<file path="src/rtl/fp_mult_pkg.sv">
// Shared types for the two-requester FP32 multiplier front end.
// Request and result records travel through the pipeline as packed structs.
package fp_mult_pkg;

    localparam int DEF_TAG_W = 4;
    localparam int DEF_CNT_W = 16;

    typedef logic [31:0]          fp32_t;
    typedef logic [DEF_TAG_W-1:0] tag_t;

    typedef struct packed {
        fp32_t a;
        fp32_t b;
        tag_t  tag;
        logic  src;
    } mult_req_t;

    typedef struct packed {
        fp32_t data;
        logic  ovf;
        logic  udf;
        tag_t  tag;
        logic  src;
    } mult_res_t;

    localparam fp32_t QNAN = 32'h7FC0_0000;

    function automatic logic is_nan(input fp32_t x);
        return (x[30:23] == 8'hFF) && (x[22:0] != 23'd0);
    endfunction

endpackage

</file>
<file path="src/rtl/mult.sv">
// Combinational FP32 multiplier, round-to-nearest-even.
// Subnormal inputs and results flush to signed zero; overflow saturates to infinity.
module mult
    import fp_mult_pkg::*;
(
    input  fp32_t A,
    input  fp32_t B,
    output fp32_t result,
    output logic  overflow,
    output logic  underflow
);

    logic        sign_s;
    logic [7:0]  ea_s, eb_s;
    logic [47:0] prod_s;
    logic [22:0] frac_s;
    logic        guard_s, sticky_s, rnd_s;
    logic [23:0] frac_rnd_s;
    logic [9:0]  e_fin_s;

    // Mantissa product, normalisation, rounding and special-case selection
    always_comb begin
        sign_s    = A[31] ^ B[31];
        ea_s      = A[30:23];
        eb_s      = B[30:23];
        prod_s    = 48'({1'b1, A[22:0]}) * 48'({1'b1, B[22:0]});
        if (prod_s[47]) begin
            frac_s   = prod_s[46:24];
            guard_s  = prod_s[23];
            sticky_s = |prod_s[22:0];
        end else begin
            frac_s   = prod_s[45:23];
            guard_s  = prod_s[22];
            sticky_s = |prod_s[21:0];
        end
        rnd_s      = guard_s & (sticky_s | frac_s[0]);
        frac_rnd_s = {1'b0, frac_s} + {23'd0, rnd_s};
        // Biased exponent sum still carries an extra +127; compared against 127 and 382
        e_fin_s    = {2'b00, ea_s} + {2'b00, eb_s} + {9'd0, prod_s[47]} + {9'd0, frac_rnd_s[23]};
        result     = 32'd0;
        overflow   = 1'b0;
        underflow  = 1'b0;
        if (is_nan(A) || is_nan(B) ||
            ((ea_s == 8'hFF) && (eb_s == 8'h00)) || ((eb_s == 8'hFF) && (ea_s == 8'h00))) begin
            result = QNAN;
        end else if ((ea_s == 8'hFF) || (eb_s == 8'hFF)) begin
            result = {sign_s, 8'hFF, 23'd0};
        end else if ((ea_s == 8'h00) || (eb_s == 8'h00)) begin
            result = {sign_s, 31'd0};
        end else if (e_fin_s >= 10'd382) begin
            result   = {sign_s, 8'hFF, 23'd0};
            overflow = 1'b1;
        end else if (e_fin_s <= 10'd127) begin
            result    = {sign_s, 31'd0};
            underflow = 1'b1;
        end else begin
            result = {sign_s, 8'(e_fin_s - 10'd127), frac_rnd_s[22:0]};
        end
    end

endmodule

</file>
<file path="src/rtl/rr_arb2.sv">
// Two-way round-robin arbiter; the pointer moves only when a grant is consumed.
module rr_arb2 (
    input  logic       clk,
    input  logic       rst_n,
    input  logic [1:0] req,
    input  logic       en,
    output logic [1:0] grant
);

    logic rr_r;

    // Grant selection: a lone requester wins, a tie goes to the pointer
    always_comb begin
        case (req)
            2'b01:   grant = 2'b01;
            2'b10:   grant = 2'b10;
            2'b11:   grant = rr_r ? 2'b10 : 2'b01;
            default: grant = 2'b00;
        endcase
    end

    // Pointer update: after serving requester N, favour the other one
    always_ff @(posedge clk or negedge rst_n) begin
        if (!rst_n) begin
            rr_r <= 1'b0;
        end else if (en && (grant != 2'b00)) begin
            rr_r <= grant[0];
        end
    end

endmodule

</file>
<file path="src/rtl/fp_mult_arbiter.sv">
// Two requesters share one FP32 multiplier through a 2-stage stallable pipeline,
// with saturating overflow/underflow event counters.
module fp_mult_arbiter
    import fp_mult_pkg::*;
#(
    parameter int TAG_W = DEF_TAG_W,
    parameter int CNT_W = DEF_CNT_W
) (
    input  logic             clk,
    input  logic             rst_n,
    input  logic             req0_valid,
    output logic             req0_ready,
    input  logic [31:0]      req0_a,
    input  logic [31:0]      req0_b,
    input  logic [TAG_W-1:0] req0_tag,
    input  logic             req1_valid,
    output logic             req1_ready,
    input  logic [31:0]      req1_a,
    input  logic [31:0]      req1_b,
    input  logic [TAG_W-1:0] req1_tag,
    output logic             res_valid,
    input  logic             res_ready,
    output logic [31:0]      res_data,
    output logic             res_ovf,
    output logic             res_udf,
    output logic             res_src,
    output logic [TAG_W-1:0] res_tag,
    input  logic             clr_cnt,
    output logic [CNT_W-1:0] ovf_cnt,
    output logic [CNT_W-1:0] udf_cnt
);

    logic             adv1_s, adv2_s, xfer_s, hs_s;
    logic [1:0]       grant_s;
    logic             s1_valid_r, s2_valid_r;
    mult_req_t        req_s, s1_r;
    mult_res_t        s2_r;
    fp32_t            prod_s;
    logic             ovf_s, udf_s;
    logic [CNT_W-1:0] ovf_cnt_r, udf_cnt_r;

    assign adv2_s = ~s2_valid_r | res_ready;
    assign adv1_s = ~s1_valid_r | adv2_s;

    rr_arb2 u_arb (
        .clk   (clk),
        .rst_n (rst_n),
        .req   ({req1_valid, req0_valid}),
        .en    (adv1_s),
        .grant (grant_s)
    );

    assign req0_ready = adv1_s & grant_s[0];
    assign req1_ready = adv1_s & grant_s[1];
    assign xfer_s     = (req0_valid & req0_ready) | (req1_valid & req1_ready);
    assign hs_s       = s2_valid_r & res_ready;

    // Operand mux for whichever requester holds the grant
    always_comb begin
        if (grant_s[1]) begin
            req_s = '{a: req1_a, b: req1_b, tag: req1_tag, src: 1'b1};
        end else begin
            req_s = '{a: req0_a, b: req0_b, tag: req0_tag, src: 1'b0};
        end
    end

    // Stage 1: operand register
    always_ff @(posedge clk or negedge rst_n) begin
        if (!rst_n) begin
            s1_valid_r <= 1'b0;
            s1_r       <= '0;
        end else if (adv1_s) begin
            s1_valid_r <= xfer_s;
            if (xfer_s) s1_r <= req_s;
        end
    end

    mult u_mult (
        .A         (s1_r.a),
        .B         (s1_r.b),
        .result    (prod_s),
        .overflow  (ovf_s),
        .underflow (udf_s)
    );

    // Stage 2: result register, which drives the res_* port directly
    always_ff @(posedge clk or negedge rst_n) begin
        if (!rst_n) begin
            s2_valid_r <= 1'b0;
            s2_r       <= '0;
        end else if (adv2_s) begin
            s2_valid_r <= s1_valid_r;
            if (s1_valid_r) s2_r <= '{data: prod_s, ovf: ovf_s, udf: udf_s, tag: s1_r.tag, src: s1_r.src};
        end
    end

    // Saturating exception counters; clear beats a coincident increment
    always_ff @(posedge clk or negedge rst_n) begin
        if (!rst_n) begin
            ovf_cnt_r <= {CNT_W{1'b0}};
            udf_cnt_r <= {CNT_W{1'b0}};
        end else if (clr_cnt) begin
            ovf_cnt_r <= {CNT_W{1'b0}};
            udf_cnt_r <= {CNT_W{1'b0}};
        end else begin
            if (hs_s && s2_r.ovf && !(&ovf_cnt_r)) ovf_cnt_r <= ovf_cnt_r + CNT_W'(1);
            if (hs_s && s2_r.udf && !(&udf_cnt_r)) udf_cnt_r <= udf_cnt_r + CNT_W'(1);
        end
    end

    assign res_valid = s2_valid_r;
    assign res_data  = s2_r.data;
    assign res_ovf   = s2_r.ovf;
    assign res_udf   = s2_r.udf;
    assign res_src   = s2_r.src;
    assign res_tag   = s2_r.tag;
    assign ovf_cnt   = ovf_cnt_r;
    assign udf_cnt   = udf_cnt_r;

endmodule

</file>
<file path="config.mk">
export PLATFORM = sky130hd
export DESIGN_NAME = fp_mult_arbiter
export DESIGN_NICKNAME = d
export VERILOG_FILES = /design/src/rtl/fp_mult_pkg.sv /design/src/rtl/mult.sv /design/src/rtl/rr_arb2.sv /design/src/rtl/fp_mult_arbiter.sv
export SDC_FILE = /design/constraint.sdc
export NUM_CORES = 2
export LEC_CHECK = 0
export CORE_ASPECT_RATIO = 1.1
export CORE_MARGIN = 3
export CORE_UTILIZATION = 40
export CTS_BUF_LIST = sky130_fd_sc_hd__clkbuf_8
export DETAILED_ROUTE_END_ITERATION = 16
export HOLD_SLACK_MARGIN = 0.15
export PLACE_DENSITY = 0.6
export SYNTH_ARGS = -nofsm -noshare
export SYNTH_HDL_FRONTEND = slang
export SYNTH_SLANG_ARGS = --single-unit
</file>
<file path="constraint.sdc">
create_clock -name clk -period 10.96 [get_ports clk]
set_input_delay 1.644 -clock clk [delete_from_list [all_inputs] [get_ports clk]]
set_output_delay 1.644 -clock clk [all_outputs]
set_load 0.01 [all_outputs]
</file>
==> out/results.tsv <==
metric	value	unit
status	finished, final reports clean	
routed_via_density	5.144	
yosysSeqAreaShare	0.1308	
synth_nets	3912	
synth-seq-cells	143	
num-nets-final	4082	
min-delay-start	s1_r[2]$_DFFE_PN0P_	
async_reset_ff_frac	1.000	
post-route-period-util	0.9454	
area_growth	13.97	%
rr_worst_depth	35	
route.detailed.drc	0	
hp-class	flop to flop	
htreeDepth	4	
grt_pass1_vias	22451	
finalMaxSlewViolations	0	
drt_pass1_iterations	6	
cts.path.max_buffers	2	
met3_length	6.442	mm
final-hold-violation-count	0	
dr_wl_met2	38.86	mm
cts_hold_buf	0	
fin_crit	10.36	ns
hold_end	res_tag[1]$_DFFE_PN0P_	
critPathMaxStageDelay	0.81	ns
io_buffer_count	215	
crit_slowest_cell	dfrtp_1	
maxSlewHeadroom	0.4095	
num_io_pins	216	
fin_skew	0.02793	ns
worstMarginPinSlew	0.8857	ns
hold_depth	2	
drt_iter0_drc	1279	
top_layer_used	met5	
grt_pass1_wl	131.8	mm
core_area	0.06701	sq mm
synth_area	0.02735	sq mm
synth_cell_type_count	89	
fp.dieH	280.3	microns
worstSetupStartpointType	flop	
dieArea	0.07156	sq mm
drive_gt1_frac	0.05606	
gp_congestion	0.9064	
overflow	0	
start_util	0.4082	
fin_util	0.4652	
clock_latency	0.56	ns
fmax	96.51	MHz
antenna_found_initial	5	
path_max_fanout	18	
wire_per_inst	19.83	microns
rr_startpoint	s1_r[7]$_DFFE_PN0P_	
avgSynthCellArea	8.826	sq um
grtUsageTotal	0.2388	
whs	0.4789	ns
clkSinkCount	143	
cts_tree	yes	
die_x	255.3	microns
ys.flop_type	dfrtp_1	
final_cell_mix	inv_1, fa_1, nand2_1	
syn_inst	3099	
postRouteAntennaNets	0	
synth-edff-count	0	
drt-met1-wl	36.14	mm
clk_pin_slew_worst_paths	0.11	ns
mostFrequentLayoutCell	inv_1	
cp_data_required_time	11.43	ns
crit_arrival	10.84	ns
setup_viol	0	
wl	83.15	mm
fp-row-count	99	
end_kind	flop	
drv_cap	0	
cts_buffers	17	
clockRootBuffer	clkbuf_8	
cts_setup_buffers	0	
grt_max_degree	85	
yosysWarnings	0	
crit_top_cell	fa_1	
vias	21563	
worst_r2r_endpoint	res_data[20]$_DFFE_PN0P_	
place_hpwl	68.76	mm
r2r_slack	0.60	ns
critPathKind	flop to flop	
stage by stage:
stage	setup TNS [ns]	std cells	setup slack, ns	instance area [sq um]
6_report	0	4192	0.5979	31170
5_1_grt	-0.001299	4192	-0.001299	31170
4_1_cts	0	4191	0.2786	31130
3_5_place_dp	0	4159	0.3536	30750
3_3_place_gp	0	4159	0.4897	30750
2_1_floorplan	0	3099	1.365	27350
sequential cells by signal, summed over array words and instances (netlist names):
signal / cells
s1_r: 69
res_data: 32
ovf_cnt: 16
udf_cnt: 16
res_tag: 4
res_ovf: 1
res_src: 1
res_udf: 1
res_valid: 1
s1_valid_r: 1
u_arb.rr_r: 1
timing repair:
item / in CTS / in global routing
hold endpoints to repair: 0 / 0
endpoints found under the setup margin: 0 / 24
gates resized for setup: 0 / 23
final cells by class:
type,instances,area [sq um]
well taps,909,1137
inverters,594,2230
clock buffers,18,247.7
fillers,6532,35840
flip-flops and latches,143,3607
multi-input cells,2209,20990
diodes,1,2.502
repair buffers,304,2821
clock inverters,14,140.1
per-layer routing:
layer / GRT usage / up-vias
li1: - / 9982
met1: 0.3218 / 10751
met2: 0.3873 / 738
met3: 0.05975 / 90
met4: 0.05971 / 2
met5: 0 / -
synthesized netlist by cell type, types with 15 or more instances:
cell type  number  area (sq um)
a21o_1         15         112.6
o211ai_1       15         112.6
nand3_1        30         150.1
inv_1         590          2215
nand2_1       453          1700
nor4_1         20         125.1
dfrtp_1       143          3578
clkbuf_1      134         503.0
nand4_1        37         231.5
fa_1          484          9689
o21ai_0       117         585.6
or3_1          15         93.84
ha_1          187          2340
nor3_1         20         100.1
mux2i_1        78         780.8
and2_1        254          1589
xnor2_1        41         359.1
a21oi_1        80         400.4
xor2_1         47         411.6
nor2_1        120         450.4
critical path: cells and delay by family (launching register included):
kind	cells	cell delay, ns
fa+ha+maj	11	4.88
compound gates	13	2.82
simple gates	5	1.03
flops	1	0.81
buf+inv	5	0.51
xor+xnor	1	0.21
worst max path at each step:
stage,start,end,slack [ns],depth (start not counted)
after detailed placement,s1_r[14]$_DFFE_PN0P_,res_data[20]$_DFFE_PN0P_,0.35,35
final,s1_r[7]$_DFFE_PN0P_,res_data[20]$_DFFE_PN0P_,0.60,35
after CTS,s1_r[14]$_DFFE_PN0P_,res_data[20]$_DFFE_PN0P_,0.28,35
after global placement,s1_r[14]$_DFFE_PN0P_,res_data[20]$_DFFE_PN0P_,0.49,35
after floorplan,s1_r[56]$_DFFE_PN0P_,res_data[20]$_DFFE_PN0P_,1.36,37
after global routing,s1_r[12]$_DFFE_PN0P_,res_data[20]$_DFFE_PN0P_,-0.001,36
logic make-up after synthesis:
family	after synthesis	synth area share
and+or+nand+nor	1010	0.1795
xor gates and xnor gates	93	0.03156
buffers and inverters	747	0.1031
adders and majority gates	671	0.4398
DFF	143	0.1308
AOI/OAI and AO/OA	355	0.08586
muxes	80	0.02937
Power is not shown: default switching activity piles up to over one toggle a cycle in this logic, so the estimate is an artifact.
